**src/rtl/jk_drive_if.sv**
```systemverilog
// Handshake and data bundle between the JK drive sequencer and the bench or
// harness around it. The sequencer sits on the master side.
interface jk_drive_if #(
  parameter int WIDTH = 8,
  parameter int CW    = 4
);
  logic             start;
  logic [WIDTH-1:0] pattern;
  logic             q_in;
  logic [1:0]       jk;
  logic             q_expect;
  logic             busy;
  logic             done;
  logic             mismatch;
  logic [CW-1:0]    err_count;

  modport master (
    input  start, pattern, q_in,
    output jk, q_expect, busy, done, mismatch, err_count
  );

  modport slave (
    output start, pattern, q_in,
    input  jk, q_expect, busy, done, mismatch, err_count
  );
endinterface

```
**src/rtl/jk_drive_sequencer.sv**
```systemverilog
// Drives a JK flip-flop through a target q pattern (LSB first) using the
// excitation table, then checks the returned q two cycles later.
module jk_drive_sequencer #(
  parameter int WIDTH       = 8,
  parameter int CW          = 4,
  parameter int TOGGLE_PREF = 0
) (
  input  logic      clk,
  input  logic      rst,
  jk_drive_if.master bus
);

  localparam int CNT_W = $clog2(WIDTH + 3);

  typedef enum logic [1:0] {IDLE, PRIME, DRIVE, DRAIN} state_e;

  state_e           state_q, state_d;
  logic [WIDTH-1:0] pat_q, pat_d;
  logic [CNT_W-1:0] cnt_q, cnt_d;
  logic [1:0]       jk_q, jk_d;
  logic             qe_q, qe_d;
  logic             exp_d1_q, exp_d1_d;
  logic             busy_q, busy_d;
  logic             done_q, done_d;
  logic             mismatch_q, mismatch_d;
  logic [CW-1:0]    err_q, err_d;
  logic             cmp_en;

  function automatic logic [1:0] excite(input logic prev, input logic next);
    if (prev == next)          return 2'b00;
    else if (TOGGLE_PREF != 0) return 2'b11;
    else if (next)             return 2'b10;
    else                       return 2'b01;
  endfunction

  // NOTE: every _d gets its hold value first, so no path through the case
  // below can leave a signal unassigned and infer a latch.
  always_comb begin
    state_d    = state_q;
    pat_d      = pat_q;
    cnt_d      = cnt_q;
    jk_d       = jk_q;
    qe_d       = qe_q;
    exp_d1_d   = qe_q;
    busy_d     = busy_q;
    done_d     = 1'b0;
    mismatch_d = mismatch_q;
    err_d      = err_q;

    // cnt_q holds the index n of the upcoming edge E_n while a run is active.
    cmp_en = (state_q != IDLE) && (cnt_q >= CNT_W'(2));
    if (cmp_en && (bus.q_in != exp_d1_q)) begin
      mismatch_d = 1'b1;
      if (err_q != '1) err_d = err_q + CW'(1);
    end

    unique case (state_q)
      IDLE: begin
        jk_d = 2'b00;
        if (bus.start) begin
          pat_d      = bus.pattern;
          mismatch_d = 1'b0;
          err_d      = '0;
          busy_d     = 1'b1;
          jk_d       = 2'b01;
          qe_d       = 1'b0;
          cnt_d      = CNT_W'(1);
          state_d    = PRIME;
        end
      end
      PRIME, DRIVE: begin
        // q_expect still carries the previously issued bit, i.e. the "prev" q.
        jk_d    = excite(qe_q, pat_q[0]);
        qe_d    = pat_q[0];
        pat_d   = pat_q >> 1;
        cnt_d   = cnt_q + CNT_W'(1);
        state_d = (cnt_q == CNT_W'(WIDTH)) ? DRAIN : DRIVE;
      end
      DRAIN: begin
        jk_d  = 2'b00;
        cnt_d = cnt_q + CNT_W'(1);
        if (cnt_q == CNT_W'(WIDTH + 2)) begin
          busy_d  = 1'b0;
          done_d  = 1'b1;
          state_d = IDLE;
        end
      end
      default: state_d = IDLE;
    endcase
  end

  // NOTE: state registers use non-blocking assignments so every flop samples
  // the pre-edge value of its neighbours.
  always_ff @(posedge clk) begin
    if (rst) begin
      state_q    <= IDLE;
      pat_q      <= '0;
      cnt_q      <= '0;
      jk_q       <= 2'b00;
      qe_q       <= 1'b0;
      exp_d1_q   <= 1'b0;
      busy_q     <= 1'b0;
      done_q     <= 1'b0;
      mismatch_q <= 1'b0;
      err_q      <= '0;
    end else begin
      state_q    <= state_d;
      pat_q      <= pat_d;
      cnt_q      <= cnt_d;
      jk_q       <= jk_d;
      qe_q       <= qe_d;
      exp_d1_q   <= exp_d1_d;
      busy_q     <= busy_d;
      done_q     <= done_d;
      mismatch_q <= mismatch_d;
      err_q      <= err_d;
    end
  end

  assign bus.jk        = jk_q;
  assign bus.q_expect  = qe_q;
  assign bus.busy      = busy_q;
  assign bus.done      = done_q;
  assign bus.mismatch  = mismatch_q;
  assign bus.err_count = err_q;

endmodule
```
**src/flat_wrapper.sv**
```systemverilog
// flat-port wrapper written by rule: the top's interface ports become plain ports
module jk_drive_sequencer_flat 
#(
  parameter int WIDTH       = 8,
  parameter int CW          = 4,
  parameter int TOGGLE_PREF = 0
)
  (clk, rst, bus_start, bus_pattern, bus_q_in, bus_jk, bus_q_expect, bus_busy, bus_done, bus_mismatch, bus_err_count);
  jk_drive_if #(.WIDTH(WIDTH), .CW(CW)) bus_i ();
  input  logic clk;
  input  logic rst;
  input wire logic [$bits(bus_i.start)-1:0] bus_start;
  input wire logic [$bits(bus_i.pattern)-1:0] bus_pattern;
  input wire logic [$bits(bus_i.q_in)-1:0] bus_q_in;
  output wire logic [$bits(bus_i.jk)-1:0] bus_jk;
  output wire logic [$bits(bus_i.q_expect)-1:0] bus_q_expect;
  output wire logic [$bits(bus_i.busy)-1:0] bus_busy;
  output wire logic [$bits(bus_i.done)-1:0] bus_done;
  output wire logic [$bits(bus_i.mismatch)-1:0] bus_mismatch;
  output wire logic [$bits(bus_i.err_count)-1:0] bus_err_count;
  assign bus_i.start = bus_start;
  assign bus_i.pattern = bus_pattern;
  assign bus_i.q_in = bus_q_in;
  assign bus_jk = bus_i.jk;
  assign bus_q_expect = bus_i.q_expect;
  assign bus_busy = bus_i.busy;
  assign bus_done = bus_i.done;
  assign bus_mismatch = bus_i.mismatch;
  assign bus_err_count = bus_i.err_count;
  jk_drive_sequencer #(.WIDTH(WIDTH), .CW(CW), .TOGGLE_PREF(TOGGLE_PREF)) u_core (.clk(clk), .rst(rst), .bus(bus_i));
endmodule
```
**config.mk**
```make
export PLATFORM = sky130hd
export DESIGN_NAME = jk_drive_sequencer_flat
export DESIGN_NICKNAME = d
export VERILOG_FILES = /design/src/rtl/jk_drive_if.sv /design/src/rtl/jk_drive_sequencer.sv /design/src/flat_wrapper.sv
export SDC_FILE = /design/constraint.sdc
export NUM_CORES = 1
export LEC_CHECK = 0
export ABC_AREA = 1
export CAP_MARGIN = 20
export CORE_MARGIN = 2
export CORE_UTILIZATION = 50
export DETAILED_ROUTE_END_ITERATION = 12
export GPL_TIMING_DRIVEN = 0
export HOLD_SLACK_MARGIN = 0.15
export PLACE_DENSITY = 0.76
export SKIP_LAST_GASP = 1
export SYNTH_ARGS = -nofsm -noshare
export SYNTH_HDL_FRONTEND = slang
export SYNTH_SLANG_ARGS = --single-unit
```
**constraint.sdc**
```tcl
create_clock -name clk -period 1.8 [get_ports clk]
set_clock_uncertainty 0.1 [all_clocks]
set_input_delay 0.18 -clock clk [delete_from_list [all_inputs] [get_ports clk]]
set_output_delay 0.18 -clock clk [all_outputs]
set_load 0.05 [all_outputs]
```
# Yosys cells after proc, flatten, opt, wreduce, memory -nomap -nowiden
# Index checks and enable logic that the tools add are counted.
# word_totals
input_bits	12
ramBits	0
output_inout_bits	10
regBits	25
romBits	0
latchBits	0
memories	0
# classes
bitwise_logic	1
muxes	25
n_lt_le_gt_ge	1
add_sub_neg	2
n_shift	0
eq_ne	10
n_mul	0
div	0
n_reduce_logical	12
# ops
operator	n
4-bit 2-to-1 mux	5
8-bit one-hot mux with 2 select lines	1
2-bit one-hot mux with 3 select lines	2
1-bit 2-to-1 mux	9
4-bit by 1-bit adder with 4-bit output, second input constant	2
4-bit == test, second input constant	2
2-bit 2-to-1 mux	4
8-bit 2-to-1 mux	1
4-bit one-hot mux with 2 select lines	1
2-bit nonzero test	3
2-bit == test, second input constant	2
4-bit by 2-bit greater-or-equal comparator with 1-bit output, second input constant	1
4-bit != test, second input constant	1
1-bit one-hot mux with 2 select lines	2
2-bit AND reduction	2
2-bit OR reduction	2
3-bit AND reduction	1
3-bit OR reduction	1
2-bit by 1-bit == test with 1-bit output, second input constant	1
1-bit logical AND	2
2-bit zero test	1
2-bit by 1-bit != test with 1-bit output, second input constant	1
2-bit != test, second input constant	1
1-bit == test	1
2 further kinds	2

# Longest topological paths before layout
# Gate-level depths: netlist of run 1.
# logic_depth
ltp_word	6
depth_mapped	9
mapped_depth_nobuf	9

# Worst setup path before layout of run 1
# OpenSTA, ideal clock, no wires.
# synth_timing
kind	flip-flop to flip-flop
from	register u_core.err_q[0], in the netlist u_core.bus.err_count[0]
to	register u_core.err_q[1], in the netlist u_core.bus.err_count[1]
required_time_ns	1.587
period_less_slack_ns	1.565
n_path_buf	0
t_arrival_ns	1.352
setup_time_ns	0.113
slack_ns	0.235
stages_incl_launch_ff	7
cell_sequence	dfxtp_1 > ha_1 > nand3_1 > nand3_2 > nand2_1 > nand2_1 > nor2_1
# synth_between
elab_chain_len	5
# synth_rtl
item	line	text
from (decl)	jk_drive_sequencer.sv:26	logic [CW-1:0] err_q, err_d;
from (signal assigned)	jk_drive_sequencer.sv:116	err_q <= err_d;
4-bit by 1-bit adder with 4-bit output / 4-bit != test (equally long branches)	jk_drive_sequencer.sv:54	if (err_q != '1) err_d = err_q + CW'(1);
4-bit 2-to-1 mux *	jk_drive_sequencer.sv:54	
4-bit 2-to-1 mux *	jk_drive_sequencer.sv:52	if (cmp_en && (bus.q_in != exp_d1_q)) begin
4-bit 2-to-1 mux	jk_drive_sequencer.sv:60	if (bus.start) begin
4-bit 2-to-1 mux *	jk_drive_sequencer.sv:57	unique case (state_q)
# Mark *: on every way between the ends. The rest lies on a longest branch, timed or not.
# A chain may end at the register's enable or synchronous reset.

# Worst setup path in the final report of run 1
# layout_timing
from	register u_core.jk_q[0], in the netlist u_core.bus.jk[0]
to	output bus_jk[0]
# layout_lines
item	line	text
from (decl)	jk_drive_sequencer.sv:20	logic [1:0] jk_q, jk_d;
from (signal assigned)	jk_drive_sequencer.sv:110	jk_q <= jk_d;
to (decl)	flat_wrapper.sv:15	output wire logic [$bits(bus_i.jk)-1:0] bus_jk;
# No word-level cell between the ends.

==> results.md, run 1 <==
- Worst hold start: bus_pattern[7]
- CTS Buffer Depth: 2
- Synth area leader: dfxtp_1
- R2R depth: 7
- Register area: 500 µm²
- Clk root buf: clkbuf_4
- Antenna Cells: 0
- WL per Instance: 10.6 µm
- Hpwl dp: 1880 µm
- Initial Util: 51.6%
- Vias/cell: 5.04
- Top-area cell type share of the netlist area: 39.8%
- Post-CTS Hold Buffers: 0
- Synth top area cells: dfxtp_1, nand2_1, ha_1, nor2_1, inv_1
- Hold Crit Class: input port to flip-flop
- CP max-delay cell: clkdlybuf4s50_1
- Post-synth EDFFs: 0
- Vias in the first global route: 1,009
- Critical Path End Type: primary output
- FFs w/ async S/R, synth: 0%
- Hold Vio Cnt, Final: 0
- Final period utilization: 96.0%
- Power share of the clock group: 11.2%
- Top Ports: 22
- Die W: 54.1 µm
- Max rail drop VDD: 0.00102 V
- Nets@finish: 211
- Layout cells sized above 1: 9.95%
- Post-CTS Setup Repair Bufs: 0
- WHS Path Cells: 3
- Row Count: 18
- Critical Path AT: 1.45 ns
- Post-synthesis register bit count: 25
- Core Region: 0.00243 mm²
- Avg Cell Area, Syn: 7.57 µm²
- Total gr overflow: 0
- Fmax: 0.579 GHz
- Num Clock Sinks: 25
- Req. time, crit path: 1.52 ns
- Hold-critical path endpoint: u_core.pat_q[7]
- Setup Slack @ Placement: 0.154 ns
- Crit Reg-Reg Endpoint: u_core.pat_q[6]
- Worst hold slack: 0.328 ns
- Max cap viols: 0
- Worst R2R Setup Slack: 0.15 ns
- Status: complete, no violations
- Drt total wl: 2340 µm
- Critical path, cell by cell: clkdlybuf4s50_1
- Final setup TNS: 0 ns
- Sw frac: 46.1%
- Synth cell count leaders: nand2_1, dfxtp_1, nor2_1
- Via count: 1,113
- Most frequent cell after synthesis: nand2_1
- Die ar.: 0.00293 mm²
- Int Power: 1.19 mW
- CP Max Fanout: 1
- Sequential fraction of the synthesis area: 39.8%
- Fill cells: 223
- CTS clock-pin slew for the worst setup and hold paths: 0.14 ns
- Yosys warns: 0
- CTS tree: yes
- Largest net degree at the start of global routing: 15
- Switching power: 1.02 mW
- Antenna violations before repair: 0
- Worst reg2reg startpoint: u_core.state_q[0]
- Logic pwr share: 53.6%
- Worst Setup Start Kind: flip-flop
- Final max-slew violation count: 0
- First-pass GRT wire length: 4000 µm
- Die height: 54.1 µm
- Area Overhead vs Synth: 22.1%
- RePlAce Congestion: 0.801
- Syn Nets: 185
- Resized cells post-CTS: 4
- Buf/Inv on CP: 1
- Skew-Pair Late Insertion Delay: 0.31 ns
- Worst-Margin Slew: 0.505 ns
- Gate Count Post-Synth: 166
- Detailed-route DRC error count: 0
- Most used DFF post-synth: dfxtp_1
- Seq pwr share: 35.2%
- H-tree depth: 1
- Total GRT Usage: 18.5%
- 1st-iter DRT viols: 13
- Synth Cell Area: 0.00126 mm²
- WS Path Type: flip-flop to primary output
- Crit path max-delay family: buffers and inverters
- Multi-input logic area: 652 µm²
- Max_slew headroom: 66.3%
- Total CTS buffers: 3
- PortBufs: 21
- Routed Antenna Nets: 0
- Leakage: 0.788 nW
- Final setup violation count: 0
- Library cells used by synthesis: 25
- Slowest stage delay, CP: 0.79 ns
- Min Tclk post-route: 1.73 ns
- Setup ws final: 0.0720 ns
- First-pass DRT Iterations: 4
- Pwr dens: 1440 mW/mm²
- RSZ-0062 raised after global routing: false
-- metal layers --
metal	part of all wire, %	wire [µm]	vias up	GRT usage, %
met2	50	1180	21	34.7
met5	0	0	-	0
li1	-	-	591	-
met1	45	1060	499	21.1
met4	0.55	13	0	5.00
met3	3.8	90	2	3.33
-- cell families after synthesis --
family,share of synthesized area [%]
fa+ha+maj,6.97
flops,39.8
buf+inv,8.27
simple gates,30.9
xor+xnor,1.39
compound gates,12.7
-- worst max-delay path by stage --
stage | startpoint | endpoint | slack [ns] | cells past startpoint
floorplan | u_core.bus.err_count[0] | u_core.bus.err_count[1] | 0.23 | 6
global placement | u_core.state_q[1] | u_core.pat_q[4] | 0.19 | 7
detailed placement | u_core.state_q[1] | u_core.pat_q[6] | 0.15 | 7
CTS | u_core.bus.q_expect | bus_q_expect | 0.008 | 1
global route | u_core.bus.done | bus_done | 0.002 | 1
finish | u_core.bus.jk[0] | bus_jk[0] | 0.07 | 1
-- per-stage QoR --
step | std cells | util (%) | area, µm² | power (mW)
6_report | 221 | 63.1 | 1530 | 2.20
5_1_grt | 221 | 63.1 | 1530 | 2.41
3_5_place_dp | 217 | 61.8 | 1500 | 1.99
2_1_floorplan | 166 | - | 1260 | 1.71
3_3_place_gp | 217 | 61.8 | 1500 | 1.96
4_1_cts | 221 | 62.8 | 1530 | 2.24
-- worst register-to-register path, delay by kind of cell, from the launching register on --
family                   cells  cell delay (ns)
AO/OA/AOI/OAI                2             0.31
adder cells (fa/ha/maj)      1             0.35
buffers and inverters        3             0.38
flip-flops                   1             0.37
AND/OR/NAND/NOR              1             0.06
-- power groups by stage --
| stage | sequential (mW) | combinational [mW] | clock, mW |
|---|---|---|---|
| finish | 0.777 | 1.18 | 0.247 |
| global route | 0.793 | 1.33 | 0.282 |
| CTS | 0.778 | 1.19 | 0.264 |
| detailed placement | 0.793 | 1.20 | 0 |
| global placement | 0.786 | 1.17 | 0 |
| floorplan | 0.892 | 0.819 | 0 |
-- state kept, by name, indices dropped and copies added (netlist names) --
register	count
u_core.exp_d1_q	1
u_core.bus.done	1
u_core.bus.q_expect	1
u_core.bus.busy	1
u_core.cnt_q	4
u_core.bus.mismatch	1
u_core.bus.jk	2
u_core.pat_q	8
u_core.state_q	2
u_core.bus.err_count	4
-- layout by cell type (no fill, tap or decap), types with 5 or more instances in the layout --
master | Yosys | routed
inv_1 | 19 | 19
ha_1 | 7 | 7
dfxtp_1 | 25 | 25
nand3_1 | 9 | 9
nand2_1 | 40 | 40
o211a_1 | 6 | 6
nand4_1 | 5 | 5
clkdlybuf4s50_1 | 0 | 14
nor2_1 | 20 | 20
a21oi_1 | 6 | 6
-- cell type report --
cell class / instances / area share, %
Clock buffer: 3 / 1.47
Inverter: 22 / 5.38
Timing Repair Buffer: 21 / 13.9
Clock inverter: 1 / 0.326
Buffer: 3 / 1.39
Tap cell: 30 / 2.45
Sequential cell: 25 / 32.6
Multi-Input combinational cell: 116 / 42.5
Note: power is estimated with default switching activity, not from simulation.
==> inputs of run 2 (changes only) <==
--- a/config.mk
+++ b/config.mk
@@ -17,3 +17,4 @@
 export SYNTH_ARGS = -nofsm -noshare
 export SYNTH_HDL_FRONTEND = slang
 export SYNTH_SLANG_ARGS = --single-unit
+export TNS_END_PERCENT = 10
==> run 2 against run 1 <==
Net effect:
- the flow now finishes with violations (negative setup slack)
- design area is essentially flat
- hold slack gained 0.00051 ns
- global-route usage is the same
- utilization shrank 0.051 points
- highest routed layer unchanged
==> results.md, run 2 (synthesis gave the netlist of run 1 again) <==
- Max_slew headroom: 66.7% (+0.43 points)
- Clk root buf: clkbuf_4
- Commonest cells after routing, fill and taps aside: nand2_1, dfxtp_1, nor2_1, inv_1, clkdlybuf4s50_1
- Skew-Pair Late Insertion Delay: 0.31 ns (about the same)
- Worst hold start: bus_pattern[7]
- Total CTS buffers: 3 (unchanged)
- Worst hold slack: 0.328 ns (+0.000514 ns)
- Total gr overflow: 0 (unchanged)
- Critical Path AT: 1.54 ns (+0.09 ns)
- Fill cells: 226 (+1.3%)
- PortBufs: 21 (unchanged)
- Final max-slew violation count: 0 (unchanged)
- Post-CTS Hold Buffers: 0 (unchanged)
- Die ar.: 0.00293 mm² (unchanged)
- Initial Util: 51.6% (unchanged)
- Min Tclk post-route: 1.82 ns (+0.0884 ns)
- RSZ-0062 raised after global routing: true
- Final setup violation count: 2 (+2)
- 1st-iter DRT viols: 13 (unchanged)
- Worst reg2reg startpoint: u_core.state_q[0]
- Final setup TNS: -0.0211 ns (-0.0211 ns)
- Fmax: 0.551 GHz (-4.9%)
- Hold Crit Class: input port to flip-flop
- Slowest stage delay, CP: 0.82 ns (+0.03 ns)
- Routed Antenna Nets: 0 (unchanged)
- Crit path max-delay family: buffers and inverters
- Status: complete, but fails checks
- First-pass DRT Iterations: 4 (unchanged)
- Hpwl dp: 1880 µm (unchanged)
- First-pass GRT wire length: 4000 µm (unchanged)
- Req. time, crit path: 1.52 ns (about the same)
- CP max-delay cell: clkdlybuf4s50_1
- Hold Vio Cnt, Final: 0 (unchanged)
- Buf/Inv on CP: 1 (unchanged)
- Layout cells sized above 1: 9.95% (unchanged)
- Max rail drop VDD: 0.00102 V (about the same)
- Post-CTS Setup Repair Bufs: 0 (unchanged)
- Max cap viols: 0 (unchanged)
- Detailed-route DRC error count: 0 (unchanged)
- Worst-Margin Slew: 0.498 ns (-0.00645 ns)
- WS Path Type: flip-flop to primary output
- RePlAce Congestion: 0.801 (unchanged)
- Max reg flops: 8 (unchanged)
- Die W: 54.1 µm (unchanged)
- CTS tree: yes
- Setup ws final: -0.0164 ns (-0.0884 ns)
- WL per Instance: 10.6 µm (-0.17%)
- Core Region: 0.00243 mm² (unchanged)
- Worst Setup Start Kind: flip-flop
- Antenna Cells: 0 (unchanged)
- Vias in the first global route: 1,009 (unchanged)
- Area Overhead vs Synth: 22.0% (about the same)
- Drt total wl: 2340 µm (-0.17%)
- Worst Setup SP: u_core.bus.err_count[3]
- Util after Layout: 63.0% (about the same)
- Via count: 1,115 (+0.18%)
- Failing checks: negative setup slack
- Biggest register: u_core.pat_q
- CTS Buffer Depth: 2 (unchanged)
- Num Clock Sinks: 25 (unchanged)
- Leakage: 0.742 nW (-5.9%)
- Largest net degree at the start of global routing: 15 (unchanged)
- Pwr dens: 1440 mW/mm² (+0.40%)
- Critical path, cell by cell: clkdlybuf4s50_1
- Antenna violations before repair: 0 (unchanged)
- CTS clock-pin slew for the worst setup and hold paths: 0.14 ns (about the same)
- Most common library cell in the layout ignoring fill and taps: nand2_1
- Row Count: 18 (unchanged)
- Die height: 54.1 µm (unchanged)
- Top Ports: 22 (unchanged)
- Nets@finish: 211 (unchanged)
- Final period utilization: 101% (+4.9 points)
- Vias/cell: 5.05 (+0.18%)
- Post-route total power: 2.21 mW (+0.32%)
- Total GRT Usage: 18.5% (unchanged)
- CP Max Fanout: 4 (+3)
- H-tree depth: 1 (unchanged)
- Critical Path End Type: primary output
-- run 2: changes by cell type in the layout (fill, tap and decap cells not counted) --
| cell | before | now |
|---|---|---|
| dlymetal6s2s_1 | 3 | 1 |
| dlygate4sd2_1 | 4 | 1 |
| clkdlybuf4s50_1 | 14 | 19 |
-- run 2: path summary, 6_finish.rpt --
kind	cells past startpoint	slack [ns]	end
max	1	-0.02	bus_err_count[3]
min	3	0.33	u_core.pat_q[7]
max reg2reg	7	0.15	u_core.pat_q[6]
min reg2reg	1	0.36	u_core.bus.jk[1]
-- run 2: timing repair --
action / in CTS / in global routing
setup endpoints to repair: 4 / 6
hold endpoints to repair: 0 / 0
gates resized for setup: 1 / 1
-- run 2: report_power, final --
group          total, mW  leakage, nW  switching [mW]  internal, mW
combinational       1.19        0.519           0.764         0.423
clock              0.247       0.0177           0.164        0.0830
sequential         0.777        0.205          0.0878         0.690
-- run 2: final cells by class --
type / count / area [µm²] / area share, %
Buffer: 3 / 21.3 / 1.39
Sequential cell: 25 / 500 / 32.7
Clock inverter: 1 / 5.00 / 0.327
Tap cell: 30 / 37.5 / 2.45
Timing Repair Buffer: 21 / 211 / 13.8
Inverter: 22 / 82.6 / 5.39
Clock buffer: 3 / 22.5 / 1.47
Multi-Input combinational cell: 116 / 652 / 42.5
-- run 2: worst reg2reg max path: cells and delay by family (launching register included) --
family / cells / cell delay (ns)
buf+inv: 3 / 0.38
flops: 1 / 0.37
fa+ha+maj: 1 / 0.35
compound gates: 2 / 0.31
simple gates: 1 / 0.06
-- run 2: metrics by stage --
| stage | area [µm²] | setup slack [ns] | cells |
|---|---|---|---|
| floorplan | 1260 | 0.235 | 166 |
| global placement | 1500 | 0.190 | 217 |
| detailed placement | 1500 | 0.154 | 217 |
| CTS | 1530 | -0.0913 | 221 |
| global route | 1530 | -0.0699 | 221 |
| finish | 1530 | -0.0164 | 221 |
-- run 2: routing by layer --
| layer | up-vias | wire length (µm) | GRT usage [%] | part of all wire, % |
|---|---|---|---|---|
| li1 | 591 | - | - | - |
| met1 | 501 | 1050 | 21.1 | 45 |
| met2 | 21 | 1190 | 34.7 | 51 |
| met3 | 2 | 85 | 3.33 | 3.6 |
| met4 | 0 | 13 | 5.00 | 0.56 |
| met5 | - | 0 | 0 | 0 |
